===== config.mk =====
export PLATFORM = sky130hd
export DESIGN_NAME = dmem_dual_port_arbiter
export DESIGN_NICKNAME = d
export VERILOG_FILES = /design/src/rtl/dmem_dual_port_arbiter.sv
export SDC_FILE = /design/constraint.sdc
export NUM_CORES = 1
export LEC_CHECK = 0
export ABC_CLOCK_PERIOD_IN_PS = 1640
export CELL_PAD_IN_SITES_DETAIL_PLACEMENT = 0
export CELL_PAD_IN_SITES_GLOBAL_PLACEMENT = 1
export CORE_MARGIN = 1.5
export CORE_UTILIZATION = 20
export DETAILED_ROUTE_END_ITERATION = 7
export GPL_ROUTABILITY_DRIVEN = 1
export PLACE_DENSITY = 0.9
export SETUP_SLACK_MARGIN = 0.02
export SYNTH_ARGS = -nofsm -noshare
export SYNTH_HDL_FRONTEND = slang
export SYNTH_SLANG_ARGS = --single-unit

===== constraint.sdc =====
create_clock -name clk -period 1.64 [get_ports clk]
set_input_delay 0.328 -clock clk [delete_from_list [all_inputs] [get_ports clk]]
set_output_delay 0.328 -clock clk [all_outputs]
set_load 0.01 [all_outputs]

===== src/rtl/dmem_dual_port_arbiter.sv =====
// Serialises the two MEM-stage lanes onto one synchronous-read data memory port.
// Optional perf counters (conflict_cnt, access_cnt) are built when DMEM_ARB_PERF_CNT_EN is defined.
module dmem_dual_port_arbiter #(
  parameter int unsigned ADDR_W = 10,
  parameter int unsigned DATA_W = 32
) (
  input  logic              clk,
  input  logic              rst,
  input  logic              re1,
  input  logic              we1,
  input  logic [ADDR_W-1:0] addr1,
  input  logic [DATA_W-1:0] wdata1,
  input  logic              re2,
  input  logic              we2,
  input  logic [ADDR_W-1:0] addr2,
  input  logic [DATA_W-1:0] wdata2,
  output logic              mem_en,
  output logic              mem_we,
  output logic [ADDR_W-1:0] mem_addr,
  output logic [DATA_W-1:0] mem_wdata,
  input  logic [DATA_W-1:0] mem_rdata,
  output logic              stall,
  output logic [DATA_W-1:0] rdata1,
  output logic [DATA_W-1:0] rdata2
`ifdef DMEM_ARB_PERF_CNT_EN
  ,
  output logic [31:0]       conflict_cnt,
  output logic [31:0]       access_cnt
`endif
);

  typedef enum logic {StIdle, StSecond} state_e;
  typedef enum logic [1:0] {SrcNone, SrcMem, SrcHold} src_e;

  state_e            state_q, state_d;
  src_e              src1_q, src1_d, src2_q, src2_d;
  logic [DATA_W-1:0] hold1_q, hold1_d;
  logic              lane1_rd_q, lane1_rd_d;

  logic req1, req2, rd1, rd2;

  // A store wins over a load in the same lane; the read is dropped.
  assign req1 = re1 | we1;
  assign req2 = re2 | we2;
  assign rd1  = re1 & ~we1;
  assign rd2  = re2 & ~we2;

  always_comb begin
    mem_en     = 1'b0;
    mem_we     = 1'b0;
    mem_addr   = '0;
    mem_wdata  = '0;
    stall      = 1'b0;
    state_d    = state_q;
    src1_d     = src1_q;
    src2_d     = src2_q;
    hold1_d    = hold1_q;
    lane1_rd_d = lane1_rd_q;
    unique case (state_q)
      StIdle: begin
        if (req1 && req2) begin
          mem_en     = 1'b1;
          mem_we     = we1;
          mem_addr   = addr1;
          mem_wdata  = wdata1;
          stall      = 1'b1;
          state_d    = StSecond;
          lane1_rd_d = rd1;
        end else if (req1) begin
          mem_en    = 1'b1;
          mem_we    = we1;
          mem_addr  = addr1;
          mem_wdata = wdata1;
          src1_d    = rd1 ? SrcMem : SrcNone;
          src2_d    = SrcNone;
        end else if (req2) begin
          mem_en    = 1'b1;
          mem_we    = we2;
          mem_addr  = addr2;
          mem_wdata = wdata2;
          src1_d    = SrcNone;
          src2_d    = rd2 ? SrcMem : SrcNone;
        end else begin
          src1_d = SrcNone;
          src2_d = SrcNone;
        end
      end
      StSecond: begin
        // Lane 1's read data arrives now; park it while lane 2 uses the port.
        mem_en    = 1'b1;
        mem_we    = we2;
        mem_addr  = addr2;
        mem_wdata = wdata2;
        state_d   = StIdle;
        if (lane1_rd_q) hold1_d = mem_rdata;
        src1_d    = lane1_rd_q ? SrcHold : SrcNone;
        src2_d    = rd2 ? SrcMem : SrcNone;
      end
      default: state_d = StIdle;
    endcase
    // Reset abandons any in-flight access so nothing reaches memory on the reset edge.
    if (!rst) begin
      mem_en = 1'b0;
      mem_we = 1'b0;
      stall  = 1'b0;
    end
  end

  always_ff @(posedge clk) begin
    if (!rst) begin
      state_q    <= StIdle;
      src1_q     <= SrcNone;
      src2_q     <= SrcNone;
      hold1_q    <= '0;
      lane1_rd_q <= 1'b0;
    end else begin
      state_q    <= state_d;
      src1_q     <= src1_d;
      src2_q     <= src2_d;
      hold1_q    <= hold1_d;
      lane1_rd_q <= lane1_rd_d;
    end
  end

  always_comb begin
    rdata1 = '0;
    rdata2 = '0;
    unique case (src1_q)
      SrcMem:  rdata1 = mem_rdata;
      SrcHold: rdata1 = hold1_q;
      default: rdata1 = '0;
    endcase
    if (src2_q == SrcMem) rdata2 = mem_rdata;
  end

`ifdef DMEM_ARB_PERF_CNT_EN
  always_ff @(posedge clk) begin
    if (!rst) begin
      conflict_cnt <= '0;
      access_cnt   <= '0;
    end else begin
      if (stall)  conflict_cnt <= conflict_cnt + 32'd1;
      if (mem_en) access_cnt   <= access_cnt + 32'd1;
    end
  end
`endif

endmodule


Word-level counts from Yosys, hierarchy flattened. Cells that the tools add are included.

Word-level logic and storage cells: 53. Bits of input ports: 122. Register bits: 38. Output and inout port bits: 109.

Bitwise logic cells: 7. Multiplexer cells: 34. Eq/ne operators: 4. Reduce and logical (&&, ||, !) cells: 3.

Operators with widths (number): 32-bit 2-to-1 mux (4); 32-bit one-hot mux with 2 select lines (2); 10-bit 2-to-1 mux (3); 10-bit one-hot mux with 2 select lines (1); 1-bit 2-to-1 mux (16); 2-bit one-hot mux with 2 select lines (2); 2-bit 2-to-1 mux (3); 1-bit one-hot mux with 2 select lines (3); 2-bit by 1-bit == test with 1-bit output (second input constant) (2); 2-bit AND reduction (2); 1-bit NOT (3); 1-bit AND (2); 2-bit == test (second input constant) (1); 2-bit inequality test (second input constant) (1); 1-bit bitwise OR (2); 1-bit logical AND (1).

Depth between registers and ports, before layout. Gate-level depths: netlist (run 1).

Depth after elaboration: 7. Mapped depth: 6.

Least setup slack after synthesis (run 1). No wires, ideal clock.

Path kind: input port to output port. Start point: input port re2. End point: output port mem_addr[0]. Buffers on the path: 2. Setup slack: 0.091 ns. Required time: 1.312 ns. Stages: 5. Arrival: 1.221 ns. Path through: or2_4 a21o_1 buf_6 buf_8 a22o_1.

Cells in the longest elaborated chain, start to end: 5. Elaborated cells between the ends (all ways): 6. Classes of those cells: mux: 4; bitwise: 1; reduce/logical: 1.

Ends and longest elaborated chain: start, declared (line 13) `input logic re2,`; 1-bit bitwise OR * (line 44) `assign req2 = re2 | we2;`; 10-bit 2-to-1 mux (line 76) `end else if (req2) begin`; 10-bit 2-to-1 mux (line 69) `end else if (req1) begin`; 10-bit 2-to-1 mux * (line 61) `if (req1 && req2) begin`; 10-bit one-hot mux with 2 select lines * (line 59) `unique case (state_q)`; end, declared (line 19) `output logic [ADDR_W-1:0] mem_addr,`.

Every way passes the cells marked *; elsewhere a longest branch is shown, timed or not.

Worst setup path after layout (run 1).
Start point: input port re2. End point: output port mem_wdata[13].

Cells in the longest elaborated chain, start to end: 5. Elaborated cells between the ends (all ways): 6. Classes of those cells: mux: 4; bitwise: 1; reduce/logical: 1.

Ends and longest elaborated chain: 1-bit bitwise OR * (line 44); 32-bit 2-to-1 mux (line 76); 32-bit 2-to-1 mux (line 69); 32-bit 2-to-1 mux * (line 61); 32-bit one-hot mux with 2 select lines * (line 59); end, declared (line 20) `output logic [DATA_W-1:0] mem_wdata,`.

Marked as above.

==> results by group, run 1 <==
Die
  – Initial Utilization: 20.8%
  – Row count: 40
  – Core Region: 12,200 sq um
  – Die area: 13,300 sq um
  – Die width: 115 um
  – Chip height: 115 um
  – Io pins: 231

Synth
  – Mux cell area share after synthesis: 0%
  – Top FF cell, synth: dfxtp_1
  – Sequential share of the synthesized area: 29.3%
  – Cell count after synthesis: 332
  – Number of synthesized flops with an enable pin: 0
  – Compound-Gate Fraction of Synth Area: 36.8%
  – Avg Inst Size Synth: 7.61 sq um
  – Asr flop ratio synth: 0%
  – Post-synth net total: 456
  – Combinational family with the most area after synthesis: compound AO/OA/AOI/OAI gates
  – Number of synthesized register bits: 37
  – Xor/xnor share of the synthesized area: 0%
  – Adder-Cell Fraction of Synth Area: 0.991%
  – Synth Area in Simple Gates: 24.9%
  – Synth unique cells: 30
  – Ys Warns: 0
  – Netlist Area Pre-Place: 2530 sq um

GRT
  – Tot GR Track Use: 18.7%
  – First-pass GRT wire length: 19,000 um
  – GR met3 Demand/Resource: 4.90%
  – Vias in the first global route: 3,625
  – Largest net degree at the start of global routing: 36
  – Busiest grt layer: met2
  – Total grt overflow: 0
  – Met2 Track Usage GR: 36.5%
  – Routing usage on met1: 18.7%
  – Initial antenna violation count: 3

Worst setup path
  – Crit-path cells: buf_6 -> or2_4 -> a21o_4 -> buf_6 -> buf_16 -> buf_12 -> a22o_1 -> buf_2
  – CP Launch Type: input pin
  – CP max-delay cell: or2_4
  – CP top delay family: buffers and inverters
  – Worst r2r src: state_q
  – Max incr delay on CP: 240 ps
  – Worst path most repeated cell: buf_6
  – Cells on worst reg2reg path: 7
  – Worst Path Arrival: 1600 ps
  – WS Path Type: in -> out
  – Worst Setup End Kind: primary output
  – R2r setup slk: 170 ps
  – Worst Path Buf+Inv: 5
  – Critical Path RT: 1310 ps
  – Crit Path Max Fanout: 3
  – Worst r2r dst: hold1_q[15]

STA
  – Fmax: 518 MHz
  – Final WS setup: -292 ps
  – Total negative slack: -15,360 ps
  – Slew @ Worst Pin: 341 ps
  – Final min period: 1930 ps
  – Final Hold Fails: 0
  – Max Slew Vio Count: 0
  – # setup viols final: 75
  – WHS: 318 ps
  – Clock skew: 2.22 ps
  – Tcrit/Tclk final: 118%
  – RSZ-0062 raised after global routing: yes
  – Slew margin rel.: 77.3%

Cells and area
  – Cell area after layout: 5830 sq um
  – Fraction of layout cells with a size suffix above 1: 33.8%
  – Area Growth Syn to Fin: 131%
  – Area occupied by multi-input gates: 1820 sq um
  – Filler cell count: 1,184
  – Post-route insts no fill: 778
  – Sequential Area: 751 sq um
  – Nets: 729

Placement
  – Dpl cell area: 5110 sq um
  – Cells after DPL: 723
  – Dpl hpwl: 9020 um
  – Gpl congestion: 0.776
  – Post-place setup slack: -814 ps
  – IO Port Bufs: 230

Clock tree
  – Clock Latency Late Sink: 270 ps
  – Clk sinks: 37
  – CTS root buffer: clkbuf_16
  – Num CTS Buffers: 5
  – Clock Pin Slew Worst Setup and Hold Paths: 60 ps
  – H-tree depth: 2
  – CTS Buffer Depth: 2
  – CTS tree: built

Detailed routing
  – DR iter-0 viols: 163
  – DRT Wirelength: 13,000 um
  – Wire per inst: 16.8 um
  – Post-route antenna net violation count: 0
  – Routed vias: 3,556
  – Vias per cell: 4.57
  – Drt pass-1 iters: 4
  – Post-route DRC: 0

Hold path
  – Hold Crit Start: we2
  – WHS Path Cells: 3
  – Hold Crit Class: in -> reg
  – Hold Crit Endpoint: src2_q[0]

Outcome
  – Failing checks: negative setup slack
  – Status: finished with violations

Flow run
  – Max_cap viols: 0

Pwr
  – Leakage: 0.00251 uW
  – Power density over cell area: 554 nW/um^2
  – Worst VDD drop: 0.000354 V
==> per-stage QoR <==
stage	total power, uW	utilization (%)
2_1_floorplan	1390	-
3_3_place_gp	2110	42.0
3_5_place_dp	2130	42.0
4_1_cts	3250	47.2
5_1_grt	3400	47.9
6_report	3230	47.9
==> kinds of logic (layout without fill, tap and decap cells) <==
group / count (synthesis) / count (layout)
AND/OR/NAND/NOR: 141 / 141
flip-flops: 37 / 37
AO/OA/AOI/OAI: 116 / 116
other: 0 / 4
buffers and inverters: 36 / 310
adder cells (fa/ha/maj): 2 / 2
==> sequential cells by signal (all words and copies together), names as in the netlist <==
register / cells
src2_q: 1
src1_q: 2
state_q: 1
lane1_rd_q: 1
hold1_q: 32
==> timing repair <==
action,in CTS,in global routing
hold buffers,0,0
pin swaps,9,23
setup endpoints to repair,109,85
cloned,10,0
resized for setup,463,21
endpoints found under the hold margin,0,0
setup buffers,31,8
==> worst max path at each step <==
stage | start | endpoint | slack, ps | depth (start not counted)
detailed placement | re2 | mem_wdata[15] | -810 | 6
global placement | re2 | mem_wdata[15] | -810 | 6
CTS | we2 | mem_wdata[0] | -390 | 9
global route | src1_q[0] | rdata1[29] | -350 | 8
finish | re2 | mem_wdata[13] | -290 | 8
floorplan | re2 | mem_addr[0] | 90 | 5
==> synthesized netlist by cell type, types with 2 or more instances <==
| cell type | number | area [sq um] |
|---|---|---|
| inv_1 | 3 | 11.3 |
| buf_1 | 2 | 7.51 |
| clkbuf_1 | 16 | 60.1 |
| a21boi_1 | 29 | 218 |
| ha_1 | 2 | 25.0 |
| a21boi_0 | 4 | 30.0 |
| a22oi_1 | 32 | 240 |
| buf_2 | 10 | 50.1 |
| and2_1 | 33 | 206 |
| o21ai_0 | 2 | 10.0 |
| a22o_2 | 2 | 20.0 |
| dfxtp_1 | 37 | 741 |
| a22o_1 | 40 | 350 |
| buf_8 | 4 | 60.1 |
| nand2_1 | 67 | 251 |
| and3_1 | 2 | 12.5 |
| nor2_1 | 34 | 128 |
==> worst min-delay path, cell delays in order <==
cell	delay [ps]
buf_6	70
buf_4	100
a21oi_1	50
==> cell type report <==
class | instances | share of cell area (%)
timing repair buffer | 299 | 49.5
clock inverter | 2 | 0.172
multi-input combinational | 259 | 31.2
clock buffer | 6 | 2.21
sequential | 37 | 12.9
antenna | 4 | 0.172
inverter | 3 | 0.193
tap | 168 | 3.61
==> routing by layer <==
metal  routed length, um  share of wire (%)
met1                4640                 36
met3                1080                8.3
met4                 297                2.3
met5                   0                  0
met2                7030                 54
==> report_power, final <==
group	total (uW)	switching, uW	internal, uW
clock	914	357	558
sequential	938	18.1	920
combinational	1380	543	834
total	3230	918	2310
==> layout by cell type, fill, tap and decap left out, types with 2 or more instances in the layout <==
cell type / count
a21boi_1: 30
and2_1: 33
buf_12: 15
ha_4: 2
dlymetal6s2s_1: 4
clkdlybuf4s15_1: 4
dfxtp_1: 33
a22oi_2: 32
buf_6: 26
clkbuf_16: 5
o21ai_0: 2
a21boi_0: 3
nor2_4: 2
a22o_4: 2
dfxtp_2: 2
clkinv_2: 2
buf_8: 5
clkdlybuf4s15_2: 2
diode_2: 4
inv_1: 2
buf_16: 8
nor2_1: 33
a22o_1: 40
nand2_1: 67
dlygate4sd2_1: 36
clkdlybuf4s50_1: 105
buf_2: 74
dfxtp_4: 2
buf_4: 20
Power figures use the tool's default switching activity.
==> inputs of run 2 (changes only) <==
--- a/config.mk
+++ b/config.mk
@@ -8,7 +8,7 @@
 export ABC_CLOCK_PERIOD_IN_PS = 1640
 export CELL_PAD_IN_SITES_DETAIL_PLACEMENT = 0
 export CELL_PAD_IN_SITES_GLOBAL_PLACEMENT = 1
-export CORE_MARGIN = 1.5
+export CORE_MARGIN = 4
 export CORE_UTILIZATION = 20
 export DETAILED_ROUTE_END_ITERATION = 7
 export GPL_ROUTABILITY_DRIVEN = 1
==> run 2 against run 1 <==
Critical path type unchanged. Global-route usage shrank 1.5 points. Total power grew 4.7%. Maximum frequency grew 2.5%. Via count grew 0.70%. The run still ends with negative setup slack left. Utilization shrank 0.59 points. First-iteration DRC count grew 3.7%. Hold slack gained 16 ps.
==> results by group, run 2 (synthesis gave the netlist of run 1 again) <==
Pwr
  – Pwr Total: 3380 uW (+4.7%)
  – Power density over cell area: 585 nW/um^2 (+5.6%)
  – Leakage: 0.00246 uW (-1.8%)
  – Worst VDD drop: 0.000651 V (+84%)

STA
  – Slew margin rel.: 83.2% (+5.9 points)
  – # setup viols final: 74 (-1.3%)
  – Final WS setup: -245 ps (+47.4 ps)
  – Total negative slack: -11,990 ps (+3370 ps)
  – WHS: 334 ps (+16.2 ps)
  – Fmax: 531 MHz (+2.5%)
  – Final min period: 1880 ps (-47.4 ps)
  – Final Hold Fails: 0 (unchanged)
  – Tcrit/Tclk final: 115% (-2.9 points)
  – Max Slew Vio Count: 0 (unchanged)
  – RSZ-0062 raised after global routing: yes
  – Slew @ Worst Pin: 252 ps (-88.9 ps)
  – Clock skew: 5.51 ps (+3.29 ps)

GRT
  – Tot GR Track Use: 17.2% (-1.5 points)
  – First-pass GRT wire length: 19,600 um (+3.0%)
  – Largest net degree at the start of global routing: 23 (-36%)
  – Initial antenna violation count: 2 (-1)
  – Total grt overflow: 0 (unchanged)
  – Vias in the first global route: 3,731 (+2.9%)

Cells and area
  – Area Growth Syn to Fin: 129%
  – Largest register FFs: 32 (unchanged)
  – Most common cell after layout, fill and taps aside: clkdlybuf4s50_1
  – Nets: 722 (-0.96%)
  – Final Util: 47.3% (-0.59 points)
  – Largest Register: hold1_q
  – Fraction of layout cells with a size suffix above 1: 33.1% (-0.77 points)
  – Largest regs: hold1_q: 32 flops, src1_q: 2 flops
  – Most frequent cells in the layout: 108 x clkdlybuf4s50_1, 67 x nand2_1, 66 x buf_2

Die
  – Row count: 40 (unchanged)
  – Die area: 14,500 sq um (+8.9%)
  – Initial Utilization: 20.7% (-0.085 points)
  – Io pins: 231 (unchanged)
  – Chip height: 120 um (+4.3%)
  – Core Region: 12,200 sq um (+0.41%)
  – Die width: 120 um (+4.3%)

Clock tree
  – Clock Pin Slew Worst Setup and Hold Paths: 60 ps (about the same)
  – CTS tree: built
  – Clock Latency Late Sink: 270 ps (about the same)
  – Clk sinks: 37 (unchanged)
  – H-tree depth: 2 (unchanged)
  – Num CTS Buffers: 5 (unchanged)
  – Post-CTS Hold Buffers: 0 (unchanged)
  – CTS Buffer Depth: 2 (unchanged)
  – CTS root buffer: clkbuf_16

Detailed routing
  – Vias per cell: 4.66 (+1.9%)
  – Routed vias: 3,581 (+0.70%)
  – DRT Wirelength: 13,300 um (+1.9%)
  – Post-route antenna net violation count: 0 (unchanged)
  – Wire per inst: 17.3 um (+3.1%)
  – DR iter-0 viols: 169 (+3.7%)
  – Post-route DRC: 0 (unchanged)
  – Drt pass-1 iters: 4 (unchanged)

Worst setup path
  – Crit-path cells: buf_6 -> or2_4 -> a21o_4 -> buf_12 -> buf_16 -> a22o_1 -> buf_2
  – Critical Path RT: 1310 ps (about the same)
  – Worst Setup End Kind: primary output
  – CP Launch Type: input pin
  – CP max-delay cell: a21o_4
  – WS Path Type: in -> out
  – Worst Path Arrival: 1560 ps (-40 ps)
  – Worst r2r src: state_q
  – Max incr delay on CP: 250 ps (about the same)
  – CP startpoint: re2
  – Crit Path Max Fanout: 5 (+2)

Outcome
  – Status: finished with violations
  – Failing checks: negative setup slack

Placement
  – IO Port Bufs: 230 (unchanged)
  – Dpl hpwl: 9520 um (+5.6%)
  – Gpl congestion: 0.816 (+5.2%)

Flow run
  – Max_cap viols: 0 (unchanged)

Hold path
  – Hold Crit Start: we2
  – Hold Crit Class: in -> reg
run 2: changes by cell type in the layout (fill, tap and decap cells not counted), moves of 2 or more:
| cell | change |
|---|---|
| buf_2 | -8 |
| buf_12 | -4 |
| buf_6 | +4 |
| dlygate4sd2_1 | -4 |
| buf_4 | +3 |
| buf_8 | -3 |
| clkdlybuf4s50_1 | +3 |
| clkdlybuf4s15_1 | +2 |
| clkinv_2 | -2 |
| diode_2 | -2 |
run 2: stage by stage:
stage / instances / instance area [sq um] / worst slack, ps
3_5_place_dp: 725 / 5100 / -803
4_1_cts: 763 / 5670 / -307
5_1_grt: 769 / 5780 / -282
2_1_floorplan: 332 / 2530 / 90.9
6_report: 769 / 5780 / -245
3_3_place_gp: 725 / 5100 / -804
run 2: worst paths after layout:
| check | cells past startpoint | end | slack (ps) |
|---|---|---|---|
| min reg2reg | 2 | hold1_q[11] | 460 |
| min | 3 | src2_q[0] | 330 |
| max reg2reg | 7 | hold1_q[30] | 250 |
| max | 7 | mem_wdata[16] | -240 |
run 2: layer usage:
metal	global-route usage, %	part of all wire, %	wire length [um]	up-vias
met3	6.03	9.5	1260	14
met5	0	0	0	-
met4	5.24	2.1	274	0
li1	-	-	-	1709
met2	33.2	53	7040	173
met1	17.0	35	4710	1685
run 2: area by class of cell:
type | instances | area [sq um]
Clock inverter | 1 | 30.0
Clock buffer | 7 | 143
Sequential cell | 37 | 753
Tap cell | 168 | 210
Antenna cell | 2 | 5.00
Inverter | 3 | 11.3
Fill cell | 1206 | 6430
Timing Repair Buffer | 292 | 2810
Multi-Input combinational cell | 259 | 1810
run 2: power by group:
part	switching (uW)	internal, uW	leakage (uW)	total, uW
registers	18.6	919	0.000302	937
clock network	350	759	0.0000841	1110
logic	536	800	0.00208	1340
run 2: critical path: cells and delay by family:
kind	cells	cell delay, ps
AOI/OAI and AO/OA	2	460
buffers and inverters	4	520
and+or+nand+nor	1	240
run 2: what timing repair did:
item | CTS | global route
buffers inserted | 19 | 5
gates resized for setup | 456 | 25
pin swaps | 31 | 39
setup endpoints to repair | 109 | 85
gates cloned | 11 | 0
